<file path="src/rtl/div_seq.sv">
// Sequential non-restoring integer divider, one quotient bit per cycle.
// Serves signed and unsigned divides; flags divide-by-zero and pulses done on completion.
module div_seq #(
    parameter int unsigned WIDTH = 32
) (
    input  logic             clock,
    input  logic             reset,
    input  logic             ena,
    input  logic             start,
    input  logic             sign_mode,
    input  logic [WIDTH-1:0] dividend,
    input  logic [WIDTH-1:0] divisor,
    output logic [WIDTH-1:0] q,
    output logic [WIDTH-1:0] r,
    output logic             busy,
    output logic             done,
    output logic             dz
);

    localparam int unsigned CW = $clog2(WIDTH + 1);
    localparam logic [CW-1:0] LAST = CW'(WIDTH - 1);

    localparam logic [1:0] S_IDLE = 2'd0;
    localparam logic [1:0] S_RUN  = 2'd1;
    localparam logic [1:0] S_FIX  = 2'd2;

    logic [1:0]       state;
    logic [1:0]       state_nxt;
    logic             accept;
    logic             div_zero;

    logic [WIDTH:0]   a_reg;
    logic [WIDTH-1:0] qr_reg;
    logic [WIDTH-1:0] b_reg;
    logic [CW-1:0]    cnt;
    logic             qsign;
    logic             rsign;
    logic             dz_pend;

    logic             dvd_neg;
    logic             dvs_neg;
    logic [WIDTH-1:0] dvd_mag;
    logic [WIDTH-1:0] dvs_mag;
    logic [WIDTH:0]   shifted;
    logic [WIDTH:0]   b_ext;
    logic [WIDTH:0]   a_step;
    logic [WIDTH-1:0] r_mag;
    logic [WIDTH-1:0] q_fix;
    logic [WIDTH-1:0] r_fix;

    // Operand magnitudes and result signs; only meaningful in signed mode
    always_comb begin
        div_zero = (divisor == '0);
        dvd_neg  = sign_mode & dividend[WIDTH-1];
        dvs_neg  = sign_mode & divisor[WIDTH-1];
        dvd_mag  = dvd_neg ? -dividend : dividend;
        dvs_mag  = dvs_neg ? -divisor  : divisor;
    end

    // One non-restoring step, plus the final remainder correction and sign fix-up
    always_comb begin
        shifted = {a_reg[WIDTH-1:0], qr_reg[WIDTH-1]};
        b_ext   = {1'b0, b_reg};
        a_step  = a_reg[WIDTH] ? (shifted + b_ext) : (shifted - b_ext);
        r_mag   = a_reg[WIDTH-1:0] + (a_reg[WIDTH] ? b_reg : '0);
        q_fix   = qsign ? -qr_reg : qr_reg;
        r_fix   = rsign ? -r_mag  : r_mag;
    end

    always_ff @(posedge clock) begin
        if (reset) begin
            state <= S_IDLE;
        end else begin
            state <= state_nxt;
        end
    end

    // Next-state logic; ena low forces an abort back to IDLE
    always_comb begin
        state_nxt = state;
        accept    = 1'b0;
        if (!ena) begin
            state_nxt = S_IDLE;
        end else begin
            case (state)
                S_IDLE: begin
                    if (start) begin
                        accept    = 1'b1;
                        state_nxt = div_zero ? S_FIX : S_RUN;
                    end
                end
                S_RUN: begin
                    if (cnt == LAST) begin
                        state_nxt = S_FIX;
                    end
                end
                S_FIX: begin
                    state_nxt = S_IDLE;
                end
                default: begin
                    state_nxt = S_IDLE;
                end
            endcase
        end
    end

    always_ff @(posedge clock) begin
        if (reset) begin
            a_reg   <= '0;
            qr_reg  <= '0;
            b_reg   <= '0;
            cnt     <= '0;
            qsign   <= 1'b0;
            rsign   <= 1'b0;
            dz_pend <= 1'b0;
            q       <= '0;
            r       <= '0;
            busy    <= 1'b0;
            done    <= 1'b0;
            dz      <= 1'b0;
        end else begin
            done <= 1'b0;
            if (!ena) begin
                busy <= 1'b0;
            end else begin
                case (state)
                    S_IDLE: begin
                        if (accept) begin
                            busy    <= 1'b1;
                            a_reg   <= '0;
                            cnt     <= '0;
                            b_reg   <= dvs_mag;
                            qsign   <= dvd_neg ^ dvs_neg;
                            rsign   <= dvd_neg;
                            dz_pend <= div_zero;
                            // Divide-by-zero reports the raw dividend as remainder
                            qr_reg  <= div_zero ? dividend : dvd_mag;
                        end
                    end
                    S_RUN: begin
                        a_reg  <= a_step;
                        qr_reg <= {qr_reg[WIDTH-2:0], ~a_step[WIDTH]};
                        cnt    <= cnt + CW'(1);
                    end
                    S_FIX: begin
                        busy <= 1'b0;
                        done <= 1'b1;
                        if (dz_pend) begin
                            q  <= '1;
                            r  <= qr_reg;
                            dz <= 1'b1;
                        end else begin
                            q  <= q_fix;
                            r  <= r_fix;
                            dz <= 1'b0;
                        end
                    end
                    default: begin
                        busy <= 1'b0;
                    end
                endcase
            end
        end
    end

endmodule
</file>
<file path="config.mk">
export PLATFORM = sky130hd
export DESIGN_NAME = div_seq
export DESIGN_NICKNAME = d
export VERILOG_FILES = /design/src/rtl/div_seq.sv
export SDC_FILE = /design/constraint.sdc
export NUM_CORES = 1
export LEC_CHECK = 0
export CAP_MARGIN = 5
export CORE_MARGIN = 4
export CORE_UTILIZATION = 53
export DETAILED_ROUTE_END_ITERATION = 8
export GPL_ROUTABILITY_DRIVEN = 0
export PLACE_DENSITY = 0.74
export SYNTH_ARGS = -nofsm -noshare
export SYNTH_HDL_FRONTEND = slang
export SYNTH_SLANG_ARGS = --single-unit
</file>
<file path="constraint.sdc">
create_clock -name clock -period 10.76 [get_ports clock]
set_input_delay 2.69 -clock clock [delete_from_list [all_inputs] [get_ports clock]]
set_output_delay 2.69 -clock clock [all_outputs]
set_load 0.02 [all_outputs]
</file>
==> results of run 1 <==
==> synth_stat cells (all sizes together) (38+ instances only) <==
library cell / number
nor3: 48
clkbuf: 104
nand2: 185
inv: 40
nor2: 173
xnor2: 84
a22oi: 40
ha: 69
a21o: 38
dfxtp: 175
a211oi: 41
o21ai: 113
nand3: 45
a21oi: 206
xor2: 113
==> power by group through the flow <==
stage / clock network [W] / logic [W] / registers (W)
final: 0.000673 / 0.000493 / 0.000725
after global routing: 0.000703 / 0.000545 / 0.000728
after CTS: 0.000674 / 0.000487 / 0.000722
after detailed placement: 0 / 0.000482 / 0.000738
after global placement: 0 / 0.000472 / 0.000737
after floorplan: 0 / 0.000371 / 0.000714
==> worst min-delay path by stage <==
stage / from / to / slack (ns) / cells after the start
4_1_cts: r[4] / r[4] / 0.46 / 2
3_3_place_gp: r[6] / r[6] / 0.44 / 2
2_1_floorplan: b_reg[18] / b_reg[18] / 0.44 / 2
5_1_grt: r[3] / r[3] / 0.47 / 2
3_5_place_dp: r[4] / r[4] / 0.45 / 2
6_report: r[11] / r[11] / 0.46 / 2
==> layout by cell type, fill, tap and decap left out, drive strengths merged, types with 21 or more instances in the layout <==
cell type,count
o31ai,31
xnor2,84
xor2,113
clkdlybuf4s50,134
a31oi,21
a21o,38
dfxtp,175
inv,50
o21ai,113
ha,69
nor2,173
or3,25
nand3,45
a21oi,206
o211ai,22
and2,37
nor3,48
a22oi,40
nand2,185
a211oi,41
==> per-layer routing <==
| metal | up-vias | GRT usage | routed length [µm] | share of wire |
|---|---|---|---|---|
| met2 | 568 | 0.430 | 17700 | 0.44 |
| met1 | 6482 | 0.384 | 18200 | 0.46 |
| met4 | 0 | 0.0695 | 845 | 0.021 |
| met3 | 70 | 0.0512 | 3150 | 0.079 |
| met5 | - | 0 | 0 | 0 |
| li1 | 6682 | - | - | - |
==> kinds of logic (layout without fill, tap and decap cells) <==
kind of cell	count (synthesis)	count (layout)
multiplexers	9	9
AND/OR/NAND/NOR	630	630
XOR/XNOR	197	197
flip-flops	175	175
buffers and inverters	154	223
adder cells (fa/ha/maj)	71	71
AO/OA/AOI/OAI	585	585
==> area by class of cell <==
class / instances / share of cell area
Inverter: 43 / 0.0103
Clock inverter: 15 / 0.0136
Clock buffer: 17 / 0.0273
Multi-Input combinational cell: 1492 / 0.605
Tap cell: 330 / 0.0265
Sequential cell: 175 / 0.225
Timing Repair Buffer: 148 / 0.0927
==> worst reg2reg max path, stage by stage, from the launching register on <==
cell and delay, ns:
dfxtp_1 0.33, buf_4 0.42, clkinv_1 0.57, nor2_1 0.42, ha_1 0.24, a211oi_1 0.08
or3_1 0.39, a211oi_1 0.59, o21ai_0 0.21, a2111oi_0 0.53, a211oi_1 0.13, xor2_1 0.37
nand4b_1 0.24, o31ai_1 0.35, xor2_1 0.11, a211oi_1 0.23
==> per-stage QoR <==
step	cells	util	setup WS, ns
2_1_floorplan	1821	-	5.58
3_3_place_gp	2188	0.596	4.44
3_5_place_dp	2188	0.596	4.35
4_1_cts	2220	0.621	4.80
5_1_grt	2220	0.621	4.28
6_report	2220	0.621	4.78
==> summary.md, run 1 <==
| Metric | Value |
|---|---|
| Gate Count Post-Synth | 1,821 |
| Synth unique cells | 75 |
| Setup violations, final | 0 |
| CP Class | input port to flip-flop |
| Area of placed instances | 15,000 µm² |
| Largest net degree at the start of global routing | 78 |
| Final Critical Period | 5.98 ns |
| Crit path depth | 11 |
| CTS Hold Buffers Added | 0 |
| Total GRT Usage | 0.272 |
| Vias in the first global route | 12,400 |
| Crit-path leading delay family | simple AND/OR/NAND/NOR gates |
| CTS tree | done |
| Setup crit start kind | input port |
| Status | finished clean |
| Hold Vio Cnt, Final | 0 |
| Worst-path fanout max | 18 |
| DP HPWL | 29,700 µm |
| Routed vias | 13,800 |
| Initial Util | 0.538 |
| Total chip power | 0.00189 W |
| R2R Path End | r[30] |
| Most used cell, CP | nor4_1 |
| Sink Count | 175 |
| Worst Path Buf+Inv | 1 |
| Critical Path Sink | qr_reg[5] |
| Max reg flops | 33 |
| Initial antenna violation count | 0 |
| Synth Area in Simple Gates | 0.223 |
| Nets | 2,017 |
| Num rows | 58 |
| Number of antenna repair diodes | 0 |
| Area leader, netlist | dfxtp_1 |
| Worst hold path type | flip-flop to flip-flop |
| Final antenna-violating net count | 0 |
| FF-to-FF setup slack | 5.50 ns |
| Final worst path period share | 0.556 |
| Crit-path slowest cell | nor4_1 |
| Slew HR | 0.289 |
| Synth top area share | 0.259 |
| Critical path arrival | 6.29 ns |
| Area Growth Syn to Fin | 15.5% |
| Post-DR wirelength/cell | 18.0 µm |
| Warnings, synthesis | 0 |
| DRT Wirelength | 39,900 µm |
| FF+latch count, synth | 175 |
| # resized after CTS | 0 |
| Pwr Density | 121 nW/µm² |
| Comb pwr share | 0.261 |
| First-pass GRT wire length | 64,000 µm |
| Clock slew at reported path FFs | 0.08 ns |
| Core ar. | 25,100 µm² |
| Syn_area_per_cell | 7.42 µm² |
| Worst r2r src | a_reg[32] |
| Setup Fix Bufs, Post-CTS | 0 |
| Clk_skew | 0.0208 ns |
| Clock buffer depth | 2 |
| Crit path capture type | flip-flop |
| DRC | 0 |
| Post-synthesis compound-gate area fraction | 0.272 |
| Die Wd | 168 µm |
| Sequential share of power | 0.383 |
| Largest cells by area after synthesis | dfxtp_1 (26%), a21oi_1 (7.6%), xor2_1 (7.3%), ha_1 (6.4%), xnor2_1 (5.4%) |
| Layout fillers | 2,303 |
| IO Count | 136 |
| Syn_nets | 1,961 |
| Post-synth EDFFs | 0 |
| Crit path cell chain | clkdlybuf4s50_1 > nor4_1 > nand4b_1 > nor4_1 > nand4_1 > and3_1 > o21ai_0 > xor2_1 > a211oi_1 > a21oi_1 > nor2_1 |
| H-tree lvl count | 4 |
| Clock Latency Late Sink | 0.46 ns |
| Port bufs | 135 |
| Layout cells sized above 1 | 0.0402 |
| Async SR Flop Fraction | 0 |
| Via/cell ratio | 6.22 |
| Synth Area in Adders | 0.0669 |
| GRT Residual Overflow | 0 |
| Worst r2r path cells | 15 |
| Clock power share | 0.356 |
| Sequential area share after synthesis | 0.259 |
| Leak Pwr | 6.27 nW |
| Least-Margin Pin Slew | 1.07 ns |
| Multiplexer share of the synthesized area | 0.00667 |
| Sum Neg Setup Slack | 0 ns |
| Die height | 168 µm |
| Area taken by multi-input logic gates | 9430 µm² |
| Root Driver | clkbuf_16 |
| Max Freq | 167 MHz |
| Worst EP required | 11.06 ns |
| Mapped Area | 13,500 µm² |
| Reg area | 3500 µm² |
| Slowest stage delay, CP | 0.70 ns |
| CTS Buf Count | 17 |
| Worst VDD drop | 0.110 mV |
| DRT iter0 DRCs | 1,483 |
| Max Cap Violations | 0 |
| Full die area | 28,100 µm² |
| Setup crit start | divisor[4] |
| Sw frac | 0.362 |
| Pre-antenna DRT Iters | 8 |
| RSZ-0062 raised after global routing | false |
| Final Slew Violations | 0 |
| Largest family of logic cells by synthesized area | compound AO/OA/AOI/OAI gates |
| Ys flop type | dfxtp_1 |
| Internal power | 0.00121 W |
| Post-synthesis xor/xnor area fraction | 0.128 |
| Hold slack | 0.458 ns |
| Switching power | 0.000684 W |
| Final instance area | 15,600 µm² |
Note: power is estimated with default switching activity, not from simulation.
==> run 2, diff against run 1 <==
--- a/config.mk
+++ b/config.mk
@@ -10,7 +10,7 @@
 export CORE_UTILIZATION = 53
 export DETAILED_ROUTE_END_ITERATION = 8
 export GPL_ROUTABILITY_DRIVEN = 0
-export PLACE_DENSITY = 0.74
+export PLACE_DENSITY = 0.77
 export SYNTH_ARGS = -nofsm -noshare
 export SYNTH_HDL_FRONTEND = slang
 export SYNTH_SLANG_ARGS = --single-unit
==> constraint.sdc (replaced) <==
create_clock -name clock -period 5.5 [get_ports clock]
set_input_delay 1.375 -clock clock [delete_from_list [all_inputs] [get_ports clock]]
set_output_delay 1.375 -clock clock [all_outputs]
set_load 0.02 [all_outputs]
==> summary.md, run 2 (same netlist as run 1, synthesis figures left out) <==
| Metric | Value |
|---|---|
| Crit path capture type | flip-flop |
| Critical path arrival | 5.07 ns |
| CP Class | flip-flop to flip-flop |
| Final Slew Violations | 0 |
| Num rows | 58 |
| Pre-antenna DRT Iters | 8 |
| Least-Margin Pin Slew | 1.13 ns |
| Final instance area | 15,600 µm² |
| Core ar. | 25,100 µm² |
| Clock buffer depth | 2 |
| Finished Layout Cells | 2,224 |
| Layout cells sized above 1 | 0.0422 |
| Hold slack | 0.449 ns |
| Clock slew at reported path FFs | 0.10 ns |
| RSZ-0062 raised after global routing | false |
| Worst-path fanout max | 7 |
| Post-DR wirelength/cell | 17.7 µm |
| Area Growth Syn to Fin | 15.8% |
| Initial Util | 0.538 |
| Final worst path period share | 0.859 |
| Largest net degree at the start of global routing | 100 |
| Nets | 2,021 |
| R2R Path End | qr_reg[0] |
| Setup crit start kind | flip-flop |
| DRT Wirelength | 39,300 µm |
| Clock Latency Late Sink | 0.46 ns |
| Setup Fix Bufs, Post-CTS | 0 |
| Number of antenna repair diodes | 0 |
| DRT iter0 DRCs | 1,253 |
| Max Cap Violations | 0 |
| Most common cell after layout, fill and taps aside | a21oi_1 |
| H-tree lvl count | 4 |
| Setup crit start | b_reg[2] |
| Setup violations, final | 0 |
| Port bufs | 135 |
| Via/cell ratio | 6.15 |
| Worst EP required | 5.84 ns |
| # resized after CTS | 0 |
| Full die area | 28,100 µm² |
| Sum Neg Setup Slack | 0 ns |
| Worst hold path type | flip-flop to flip-flop |
| Worst r2r path cells | 18 |
| Max Freq | 212 MHz |
| Routed vias | 13,700 |
| CTS tree | done |
| Vias in the first global route | 12,600 |
| Worst r2r src | b_reg[2] |
| Pwr Density | 236 nW/µm² |
| DP HPWL | 29,800 µm |
| Final Critical Period | 4.72 ns |
| Most frequent cells in the layout | a21oi_1 (206), nand2_1 (185), dfxtp_1 (175), nor2_1 (170), clkdlybuf4s50_1 (134) |
| DRC | 0 |
| CTS Buf Count | 17 |
| GRT Residual Overflow | 0 |
| Root Driver | clkbuf_16 |
| Hold Vio Cnt, Final | 0 |
| Area of placed instances | 15,000 µm² |
| Final antenna-violating net count | 0 |
| Initial antenna violation count | 0 |
| CTS Hold Buffers Added | 0 |
| Die Wd | 168 µm |
| Max reg flops | 33 |
| Worst VDD drop | 0.173 mV |
| Slew HR | 0.247 |
| Clk_skew | 0.0208 ns |
| Status | finished clean |
| Leak Pwr | 6.29 nW |
| Die height | 168 µm |
| FF-to-FF setup slack | 0.78 ns |
| Sink Count | 175 |
| First-pass GRT wire length | 63,800 µm |
| Dpl cells | 2,192 |
| Total GRT Usage | 0.272 |
| IO Count | 136 |
| Critical Path Sink | qr_reg[0] |
run 2: how the worst min path moves through the flow:
stage	start	to	depth (start not counted)
2_1_floorplan	b_reg[18]	b_reg[18]	2
3_3_place_gp	busy	busy	2
3_5_place_dp	busy	busy	2
4_1_cts	busy	busy	2
5_1_grt	busy	busy	2
6_report	busy	busy	2
run 2: area by class of cell:
cell class,instances,area (µm²)
inverters,43,161
repair buffers,152,1480
multi-input cells,1492,9430
clock buffers,17,425
flip-flops and latches,175,3500
fillers,2272,9480
clock inverters,15,216
well taps,330,413
run 2: per-stage QoR:
stage	power (W)	setup WS, ns	utilization
2_1_floorplan	0.00212	1.30	-
4_1_cts	0.00368	0.859	0.622
3_5_place_dp	0.00238	0.846	0.597
3_3_place_gp	0.00236	0.841	0.597
6_report	0.00369	0.777	0.622
5_1_grt	0.00387	0.274	0.622
run 2: report_power, final:
group	total, W	switching, W	internal, W
registers	0.00141	0.0000938	0.00132
clock network	0.00131	0.000677	0.000637
logic	0.000967	0.000558	0.000409
run 2: worst max-delay path: stages (launching register included):
cell      delay [ns]
dfxtp_1         0.36
nor3_1          0.25
nand2b_1        0.14
nor4_1          0.37
and2_1          0.24
a21oi_1         0.10
xor2_1          0.16
ha_1            0.38
a21o_1          0.19
a21o_1          0.17
a21oi_1         0.17
nand2b_1        0.14
o21ai_0         0.09
a31o_2          0.26
a221o_1         0.37
a211o_1         0.30
o41ai_1         0.48
xor2_1          0.14
a221oi_1        0.29
run 2: metal layers:
layer,up-vias,part of all wire,global-route usage
li1,6711,-,-
met1,6381,0.46,0.391
met3,65,0.070,0.0288
met5,-,0,0
met4,0,0.027,0.0917
met2,525,0.44,0.425
==> run 3, diff against run 2 <==
--- a/config.mk
+++ b/config.mk
@@ -10,7 +10,7 @@
 export CORE_UTILIZATION = 53
 export DETAILED_ROUTE_END_ITERATION = 8
 export GPL_ROUTABILITY_DRIVEN = 0
-export PLACE_DENSITY = 0.77
+export PLACE_DENSITY = 0.74
 export SYNTH_ARGS = -nofsm -noshare
 export SYNTH_HDL_FRONTEND = slang
 export SYNTH_SLANG_ARGS = --single-unit
==> constraint.sdc (replaced) <==
create_clock -name clock -period 5.1 [get_ports clock]
set_input_delay 1.275 -clock clock [delete_from_list [all_inputs] [get_ports clock]]
set_output_delay 1.275 -clock clock [all_outputs]
set_load 0.02 [all_outputs]
==> summary.md, run 3 (same netlist as run 1, synthesis figures left out) <==
| Metric | Value |
|---|---|
| Status | finished clean |
| Post-DR wirelength/cell | 18.0 µm |
| Root Driver | clkbuf_16 |
| Most common cell after layout, fill and taps aside | a21oi_1 |
| Area of placed instances | 15,000 µm² |
| H-tree lvl count | 4 |
| Number of antenna repair diodes | 0 |
| Max Freq | 210 MHz |
| Via/cell ratio | 6.16 |
| Comb pwr share | 0.268 |
| Final Critical Period | 4.75 ns |
| Setup crit start | b_reg[2] |
| Least-Margin Pin Slew | 1.08 ns |
| Worst VDD drop | 0.230 mV |
| Clock buffer depth | 2 |
| DP HPWL | 30,100 µm |
| Clock slew at reported path FFs | 0.08 ns |
| Crit path cell chain | nor3_1 > nand2b_1 > nor4_1 > and2_1 > a21oi_1 > xor2_1 > ha_1 > a21o_1 > a21o_1 > a21oi_1 > nand2b_1 > o21ai_0 > a31o_2 > a221o_1 > a211o_1 > o41ai_1 > xor2_1 > a221oi_1 |
| Full die area | 28,100 µm² |
| Setup Fix Bufs, Post-CTS | 0 |
| DRC | 0 |
| CTS tree | done |
| Layout cells sized above 1 | 0.0448 |
| Die Wd | 168 µm |
| Initial Util | 0.538 |
| Most frequent cells in the layout | a21oi_1 (206), nand2_1 (185), dfxtp_1 (175), nor2_1 (170), clkdlybuf4s50_1 (134) |
| Slew HR | 0.283 |
| Routed vias | 13,700 |
| Pre-antenna DRT Iters | 5 |
| Port bufs | 135 |
| First-pass GRT wire length | 63,800 µm |
| Total GRT Usage | 0.272 |
| Slowest stage delay, CP | 0.56 ns |
| DRT iter0 DRCs | 1,411 |
| Sink Count | 175 |
| Internal power | 0.00253 W |
| Max reg flops | 33 |
| # resized after CTS | 0 |
| Sequential share of power | 0.391 |
| Final antenna-violating net count | 0 |
| Core ar. | 25,100 µm² |
| Layout fillers | 2,344 |
| Final Slew Violations | 0 |
| Crit-path slowest cell | o41ai_1 |
| CTS Buf Count | 17 |
| Switching power | 0.00139 W |
| DRT Wirelength | 40,000 µm |
| IO Count | 136 |
| Worst EP required | 5.44 ns |
| Initial antenna violation count | 0 |
| Critical path arrival | 5.10 ns |
| Final instance area | 15,600 µm² |
| FF-to-FF setup slack | 0.35 ns |
| Setup violations, final | 0 |
| Final worst path period share | 0.932 |
| Sum Neg Setup Slack | 0 ns |
| Num rows | 58 |
| Hold path start | r[10] |
| Die height | 168 µm |
| Crit path capture type | flip-flop |
| Hold Vio Cnt, Final | 0 |
| GRT Residual Overflow | 0 |
| Largest net degree at the start of global routing | 81 |
| Sw frac | 0.355 |
| Worst hold path type | flip-flop to flip-flop |
| Worst-path fanout max | 7 |
| Clock Latency Late Sink | 0.45 ns |
| Setup crit start kind | flip-flop |
| Max Cap Violations | 0 |
| CTS Hold Buffers Added | 0 |
| Clk_skew | 0.0188 ns |
| Leak Pwr | 6.30 nW |
| Clock power share | 0.341 |
| Pwr Density | 251 nW/µm² |
| Nets | 2,026 |
| Vias in the first global route | 12,400 |
| Worst r2r src | b_reg[2] |
| Area Growth Syn to Fin | 15.6% |
| CP Class | flip-flop to flip-flop |
| RSZ-0062 raised after global routing | false |
[run 3: cell types whose count changed in the layout (fill, tap and decap cells not counted)]
cell,delta
inv_8,+5
clkinv_4,+2
clkinv_8,-4
clkinvlp_4,+1
inv_12,-4
clkinv_2,+1
buf_4,+5
inv_6,-1
[run 3: final timing paths]
check         endpoint  cells past startpoint
max          qr_reg[0]                     18
min              r[10]                      2
max reg2reg  qr_reg[0]                     18
min reg2reg      r[10]                      2
[run 3: area by class of cell]
cell class / instances / area, µm² / share of cell area
Clock buffer: 17 / 425 / 0.0272
Clock inverter: 15 / 164 / 0.0105
Inverter: 43 / 161 / 0.0103
Multi-Input combinational cell: 1492 / 9430 / 0.604
Sequential cell: 175 / 3500 / 0.224
Tap cell: 330 / 413 / 0.0264
Timing Repair Buffer: 157 / 1510 / 0.0970
[run 3: metal layers]
layer / routed length (µm) / vias to the layer above / part of all wire / GRT usage
met2: 17500 / 585 / 0.44 / 0.423
met4: 984 / 0 / 0.025 / 0.0752
met3: 3460 / 67 / 0.086 / 0.0536
li1: - / 6719 / - / -
met5: 0 / - / 0 / 0
met1: 18000 / 6350 / 0.45 / 0.386
[run 3: critical path, delay by kind of cell (launching register included)]
kind,cells,cell delay [ns]
and+or+nand+nor,5,1.13
xor gates and xnor gates,2,0.29
AOI/OAI and AO/OA,10,2.49
DFF,1,0.36
adders and majority gates,1,0.39
[run 3: power by group through the flow]
stage	combinational, W	clock, W	sequential (W)
2_1_floorplan	0.000782	0	0.00151
3_3_place_gp	0.00101	0	0.00155
3_5_place_dp	0.00102	0	0.00156
4_1_cts	0.00103	0.00134	0.00152
5_1_grt	0.00116	0.00139	0.00154
6_report	0.00105	0.00133	0.00153
[run 3: per-stage QoR]
step / std cells / total power [W] / hold slack, ns / util / worst slack (ns)
after floorplan: 1821 / 0.00229 / 0.437 / - / 0.900
after global placement: 2197 / 0.00256 / 0.446 / 0.598 / 0.608
after detailed placement: 2197 / 0.00258 / 0.448 / 0.598 / 0.523
after CTS: 2229 / 0.00390 / 0.457 / 0.622 / 0.454
after global routing: 2229 / 0.00409 / 0.482 / 0.622 / 0.0423
final: 2229 / 0.00391 / 0.454 / 0.622 / 0.348
